<file path="src/rtl/input_cmd_scheduler.sv">
// Button front end for the tile game: synchronise and debounce the five buttons,
// turn presses and held-direction auto-repeat into commands, and release at most one per frame.
module input_cmd_scheduler #(
    parameter int DEBOUNCE_CYCLES = 50000,
    parameter int CNT_W           = 16,
    parameter int FIFO_DEPTH      = 4,
    parameter int REPEAT_FRAMES   = 15
) (
    input  logic       clk,
    input  logic       rst_n,
    input  logic [4:0] btn_raw,
    input  logic       frame_start,
    output logic       cmd_valid,
    output logic [2:0] cmd_code,
    input  logic       cmd_ready,
    output logic [4:0] btn_level,
    output logic [4:0] fifo_count,
    output logic       overflow,
    output logic [7:0] drop_count
);
    localparam int PTR_W = (FIFO_DEPTH > 1) ? $clog2(FIFO_DEPTH) : 1;
    localparam int REP_W = (REPEAT_FRAMES > 1) ? $clog2(REPEAT_FRAMES + 1) : 1;
    localparam logic [CNT_W-1:0] DEB_LAST = CNT_W'(DEBOUNCE_CYCLES - 1);
    localparam logic [REP_W-1:0] REP_LAST = (REPEAT_FRAMES > 0) ? REP_W'(REPEAT_FRAMES - 1) : '0;
    localparam logic [4:0]       DEPTH    = 5'(FIFO_DEPTH);

    localparam logic [2:0] CMD_NONE   = 3'd0;
    localparam logic [2:0] CMD_UP     = 3'd1;
    localparam logic [2:0] CMD_DOWN   = 3'd2;
    localparam logic [2:0] CMD_LEFT   = 3'd3;
    localparam logic [2:0] CMD_RIGHT  = 3'd4;
    localparam logic [2:0] CMD_SELECT = 3'd5;

    typedef enum logic {S_WAIT, S_ISSUE} state_t;

    logic [4:0]       r_sync1, r_sync2, r_level, r_level_d;
    logic [CNT_W-1:0] r_deb_cnt [5];

    // NOTE: state updates use <= so every flop samples pre-edge values regardless of statement order.
    always_ff @(posedge clk or negedge rst_n) begin
        if (!rst_n) begin
            r_sync1   <= '0;
            r_sync2   <= '0;
            r_level   <= '0;
            r_level_d <= '0;
            for (int i = 0; i < 5; i++) r_deb_cnt[i] <= '0;
        end else begin
            r_sync1   <= btn_raw;
            r_sync2   <= r_sync1;
            r_level_d <= r_level;
            for (int i = 0; i < 5; i++) begin
                if (r_sync2[i] == r_level[i]) begin
                    r_deb_cnt[i] <= '0;
                end else if (r_deb_cnt[i] == DEB_LAST) begin
                    r_level[i]   <= r_sync2[i];
                    r_deb_cnt[i] <= '0;
                end else begin
                    r_deb_cnt[i] <= r_deb_cnt[i] + 1'b1;
                end
            end
        end
    end

    logic [4:0] w_rise;
    logic       w_change;
    logic [2:0] w_press_code, w_held_code, w_push_code;
    logic       w_rep_fire;

    assign w_rise   = r_level & ~r_level_d;
    assign w_change = (r_level != r_level_d);

    // NOTE: defaulting first keeps this block purely combinational (no latch on the no-edge path).
    always_comb begin
        w_press_code = CMD_NONE;
        if      (w_rise[0]) w_press_code = CMD_UP;
        else if (w_rise[2]) w_press_code = CMD_DOWN;
        else if (w_rise[3]) w_press_code = CMD_LEFT;
        else if (w_rise[4]) w_press_code = CMD_RIGHT;
        else if (w_rise[1]) w_press_code = CMD_SELECT;
    end

    always_comb begin
        w_held_code = CMD_NONE;
        if      (r_level[0]) w_held_code = CMD_UP;
        else if (r_level[2]) w_held_code = CMD_DOWN;
        else if (r_level[3]) w_held_code = CMD_LEFT;
        else if (r_level[4]) w_held_code = CMD_RIGHT;
    end

    generate
        if (REPEAT_FRAMES > 0) begin : g_repeat
            logic [REP_W-1:0] r_rep_cnt;

            assign w_rep_fire = !w_change && (w_held_code != CMD_NONE) && frame_start
                                && (r_rep_cnt == REP_LAST);

            always_ff @(posedge clk or negedge rst_n) begin
                if (!rst_n) begin
                    r_rep_cnt <= '0;
                end else if (w_change || w_held_code == CMD_NONE) begin
                    r_rep_cnt <= '0;
                end else if (frame_start) begin
                    r_rep_cnt <= (r_rep_cnt == REP_LAST) ? '0 : r_rep_cnt + 1'b1;
                end
            end
        end else begin : g_no_repeat
            assign w_rep_fire = 1'b0;
        end
    endgenerate

    // A fresh press always wins over a repeat landing in the same cycle.
    assign w_push_code = (w_press_code != CMD_NONE) ? w_press_code
                       : (w_rep_fire ? w_held_code : CMD_NONE);

    logic [2:0]       r_mem [FIFO_DEPTH];
    logic [PTR_W-1:0] r_wptr, r_rptr;
    logic [4:0]       r_count;
    logic             r_overflow, r_valid;
    logic [7:0]       r_drops;
    logic [2:0]       r_code;
    state_t           r_state;
    logic             w_pop, w_full, w_push, w_drop;

    assign w_pop  = r_valid & cmd_ready;
    assign w_full = (r_count == DEPTH);
    assign w_push = (w_push_code != CMD_NONE) & (!w_full | w_pop);
    assign w_drop = (w_push_code != CMD_NONE) & w_full & !w_pop;

    // NOTE: queue storage needs no reset; only the pointers and count define which entries are live.
    always_ff @(posedge clk) begin
        if (w_push) r_mem[r_wptr] <= w_push_code;
    end

    always_ff @(posedge clk or negedge rst_n) begin
        if (!rst_n) begin
            r_wptr     <= '0;
            r_rptr     <= '0;
            r_count    <= '0;
            r_overflow <= 1'b0;
            r_drops    <= '0;
        end else begin
            if (w_push) r_wptr <= r_wptr + 1'b1;
            if (w_pop)  r_rptr <= r_rptr + 1'b1;
            if (w_push && !w_pop)      r_count <= r_count + 1'b1;
            else if (!w_push && w_pop) r_count <= r_count - 1'b1;
            r_overflow <= w_drop;
            if (w_drop && r_drops != 8'hFF) r_drops <= r_drops + 1'b1;
        end
    end

    always_ff @(posedge clk or negedge rst_n) begin
        if (!rst_n) begin
            r_state <= S_WAIT;
            r_valid <= 1'b0;
            r_code  <= CMD_NONE;
        end else begin
            case (r_state)
                S_WAIT: if (frame_start && r_count != 5'd0) begin
                    r_state <= S_ISSUE;
                    r_valid <= 1'b1;
                    r_code  <= r_mem[r_rptr];
                end
                S_ISSUE: if (cmd_ready) begin
                    r_state <= S_WAIT;
                    r_valid <= 1'b0;
                    r_code  <= CMD_NONE;
                end
                default: r_state <= S_WAIT;
            endcase
        end
    end

    assign cmd_valid  = r_valid;
    assign cmd_code   = r_code;
    assign btn_level  = r_level;
    assign fifo_count = r_count;
    assign overflow   = r_overflow;
    assign drop_count = r_drops;

endmodule

</file>
<file path="config.mk">
export PLATFORM = sky130hd
export DESIGN_NAME = input_cmd_scheduler
export DESIGN_NICKNAME = d
export VERILOG_FILES = /design/src/rtl/input_cmd_scheduler.sv
export SDC_FILE = /design/constraint.sdc
export NUM_CORES = 1
export LEC_CHECK = 0
export BUFFER_PORTS_ARGS = -buffer_cell sky130_fd_sc_hd__buf_2
export CAP_MARGIN = 20
export CELL_PAD_IN_SITES_DETAIL_PLACEMENT = 0
export CELL_PAD_IN_SITES_GLOBAL_PLACEMENT = 1
export CORE_MARGIN = 4
export CORE_UTILIZATION = 35
export DETAILED_ROUTE_END_ITERATION = 16
export PLACE_DENSITY = 0.58
export REMOVE_ABC_BUFFERS = 1
export SETUP_SLACK_MARGIN = 0.4
export SYNTH_ARGS = -nofsm -noshare
export SYNTH_HDL_FRONTEND = slang
export SYNTH_SLANG_ARGS = --single-unit
</file>
<file path="constraint.sdc">
create_clock -name clk -period 9.39 [get_ports clk]
set_input_delay 1.4085 -clock clk [delete_from_list [all_inputs] [get_ports clk]]
set_output_delay 1.4085 -clock clk [all_outputs]
set_load 0.03 [all_outputs]
</file>
==> summary.md <==
| Metric | Value |
|---|---|
| Final hold viol count | 0 |
| Initial antenna violation count | 0 |
| Crit path time final | 3.417 ns |
| Worst clock skew | roughly 0.014 ns |
| Cells after DPL | approximately 850 |
| Net Sw Frac | 0.2682 |
| Vias | between 4000 and 5000 |
| Chip Height | ~140 um |
| I/O pin cnt | 32 |
| Top FF cell, synth | dfrtp_1 |
| Total CTS buffers | 17 |
| Worst path max stage delay | 0.41 ns |
| DRT Pass-1 Iters | 4 |
| Final WL | 11.81 mm |
| Post-Synthesis Cells | 594 |
| TritonCTS sink count | between 100 and 150 |
| First-pass GRT wire length | 20.88 mm |
| Port-buffer cells | 31 |
| Commonest non-fill, non-tap cells in the layout | dfrtp_1, nor2_1, xnor2_1 |
| Crit path buf inv count | 2 |
| All-layer global routing usage | 0.1276 |
| Final ANT Viol Nets | 0 |
| Delay-heaviest family, CP | simple AND/OR/NAND/NOR gates |
| Critical path class | in -> reg |
| Unrepaired setup endpoints after global routing | no |
| Worst-Margin Slew | 0.6436 ns |
| Die area | 20440 um^2 |
| Worst slew margin | 0.5710 |
| Worst hold stages | 0 |
| DRC Markers | 0 |
| Vias/cell | between 4 and 5 |
| Final setup fails | 0 |
| # Max-Cap Violations | 0 |
| Seq/Total Area, Yosys | 0.5549 |
| Worst VDD drop | 0.1395 mV |
| Number of buffers on the longest clock path | 2 |
| Synth Register Bits | ~140 |
| PD cells | 202.5 nW/um^2 |
| Setup TNS | 0 ns |
| Finished Layout Cells | just under 900 |
| Worst hold-check path type | reg -> reg |
| R2R depth | 13 |
| Root Buffer | clkbuf_16 |
| Sequential power share | 0.450 |
| Number of cells on the critical path | 13 |
| Wire length per cell | 13.42 um |
| Logic pwr share | 0.112 |
| Sw power | 401.8 uW |
| Largest net degree at the start of global routing | 77 |
| Remaining global-route overflow | 0 |
| Slew Limit Fails | 0 |
| CTS tree | built |
| YS warnings | 0 |
| Max FO, Critical Path | 7 |
| Slowest CP cell | fa_1 |
| Share of layout cells above drive strength 1 | 0.1275 |
| Num rows | 49 |
| 1st-iter DRT viols | approximately 240 |
| Asr flop ratio synth | 0.9137 |
| # diodes | 0 |
| Hold_buf cts | 0 |
| Clock transition at path regs | 0.06 ns |
| Nets@finish | 669 |
| Initial Utilization | 0.3549 |
| Filler cells | ~1700 |
| Vias in the first global route | approximately 4400 |
| PostCTS Resize Cnt | 0 |
| DP HPWL | about 7.9 mm |
| Leakage | 0.003312 uW |
| Critical path arrival | 3.71 ns |
| Status | complete, no violations |
| Mapped cell area | 6376 um^2 |
| Avg Cell Area, Syn | 10.73 um^2 |
| Startpoint Class | primary input |
| Crit. End Element | flip-flop |
| Power Internal | between 1000 and 1500 uW |
| Clk pwr share | 0.438 |
| Clock latency on the worst-skew pair | 0.41 ns |
| Area grow syn2layout | 16.03% |
| Setup bufs post-CTS | 0 |
| Final worst-path cycle share | 0.3639 |
| Data required, critical path | 9.68 ns |
| Fmax | roughly 0.29 GHz |
| Cell variety after synth | 40 |
| Core Region | 17960 um^2 |
| Cell Chain, Critical Path | buf_2 -> and4_1 -> nand4_2 -> nand2_2 -> and2_4 -> ha_1 -> inv_1 -> fa_1 -> a21o_1 -> a21oi_1 -> xnor2_1 -> nor2_1 -> xor2_1 |
| Width of the die | 143.0 um |
| Most common cell after layout, fill and taps aside | dfrtp_1 |
| # H-tree levels | 4 |
| Post-synth EDFFs | 12 |
| Final Wtd Congestion | 0.7548 |
==> through the flow <==
step           instance area (um^2)  total power (uW)  hold WS (ns)  utilization  setup slack (ns)
2_1_floorplan                  6342             798.3        0.3312            -             5.938
3_3_place_gp                   6794             853.5        0.3401       0.3782             5.583
3_5_place_dp                   6794             856.1        0.3379       0.3782             5.538
4_1_cts                        7371              1525        0.3513       0.4103             5.975
5_1_grt                        7398              1578        0.3668       0.4119             5.832
6_report                       7398              1498        0.3485       0.4119             5.973
==> logic make-up after synthesis <==
kind of cell | after synthesis | share of synthesized area
XOR/XNOR | 89 | 0.1223
AO/OA/AOI/OAI | 25 | 0.02492
flip-flops | 139 | 0.5549
AND/OR/NAND/NOR | 275 | 0.2062
adder cells (fa/ha/maj) | 22 | 0.04435
multiplexers | 13 | 0.02845
buffers and inverters | 31 | 0.01884
==> flip-flops by register name, indices dropped and copies added (netlist names) <==
signal / flops
r_mem: 12
r_sync1: 5
cmd_code: 3
overflow: 1
r_level_d: 5
btn_level: 5
r_state: 1
fifo_count: 5
r_deb_cnt: 80
drop_count: 8
r_rptr: 2
r_sync2: 5
r_wptr: 2
g_repeat.r_rep_cnt: 4
cmd_valid: 1
==> Yosys cell counts (12+ instances only) <==
cell / n / area, um^2
nand3_1: 28 / 140.1
nor3_1: 20 / 100.1
xnor2_1: 56 / 490.5
xor2_1: 33 / 289.0
ha_1: 21 / 262.8
nand4_1: 16 / 100.1
nor2_1: 109 / 409.1
nand2_1: 46 / 172.7
edfxtp_1: 12 / 360.4
inv_1: 23 / 86.33
and3_1: 33 / 206.5
dfrtp_1: 127 / 3178
==> power by group through the flow <==
stage	combinational [uW]	sequential, uW	clock [uW]
detailed placement	170	686	0
floorplan	81.3	717	0
CTS	171	675	679
global route	189	679	709
finish	168	674	657
global placement	169	685	0
==> layer usage <==
metal | vias up | share of wire | global-route usage
met3 | 9 | 0.033 | 0.03583
li1 | 2093 | - | -
met5 | - | 0 | 0
met4 | 0 | 0.012 | 0.05053
met1 | 2039 | 0.48 | 0.1643
met2 | 42 | 0.48 | 0.2040
==> path summary, 6_finish.rpt <==
check | start | endpoint | slack [ns]
setup / recovery | frame_start | fifo_count[4]$_DFFE_PN0P_ | 5.97
hold / removal | r_sync1[0]$_DFF_PN0_ | r_sync2[0]$_DFF_PN0_ | 0.35
setup reg to reg | btn_level[1]$_DFFE_PN0P_ | fifo_count[4]$_DFFE_PN0P_ | 6.16
hold reg to reg | r_sync1[0]$_DFF_PN0_ | r_sync2[0]$_DFF_PN0_ | 0.35
max in group asynchronous | rst_n | r_deb_cnt[17]$_DFF_PN0_ | 7.44
min in group asynchronous | rst_n | fifo_count[1]$_DFFE_PN0P_ | 0.94
==> cell type report <==
cell class | instances | area [um^2] | share of cell area
Clock buffer | 18 | 429.2 | 0.05801
Clock inverter | 14 | 147.6 | 0.01996
Inverter | 23 | 86.33 | 0.01167
Multi-Input combinational cell | 424 | 2718 | 0.3673
Sequential cell | 139 | 3538 | 0.4783
Tap cell | 229 | 286.5 | 0.03873
Timing Repair Buffer | 33 | 192.7 | 0.02604
Power figures use the tool's default switching activity.
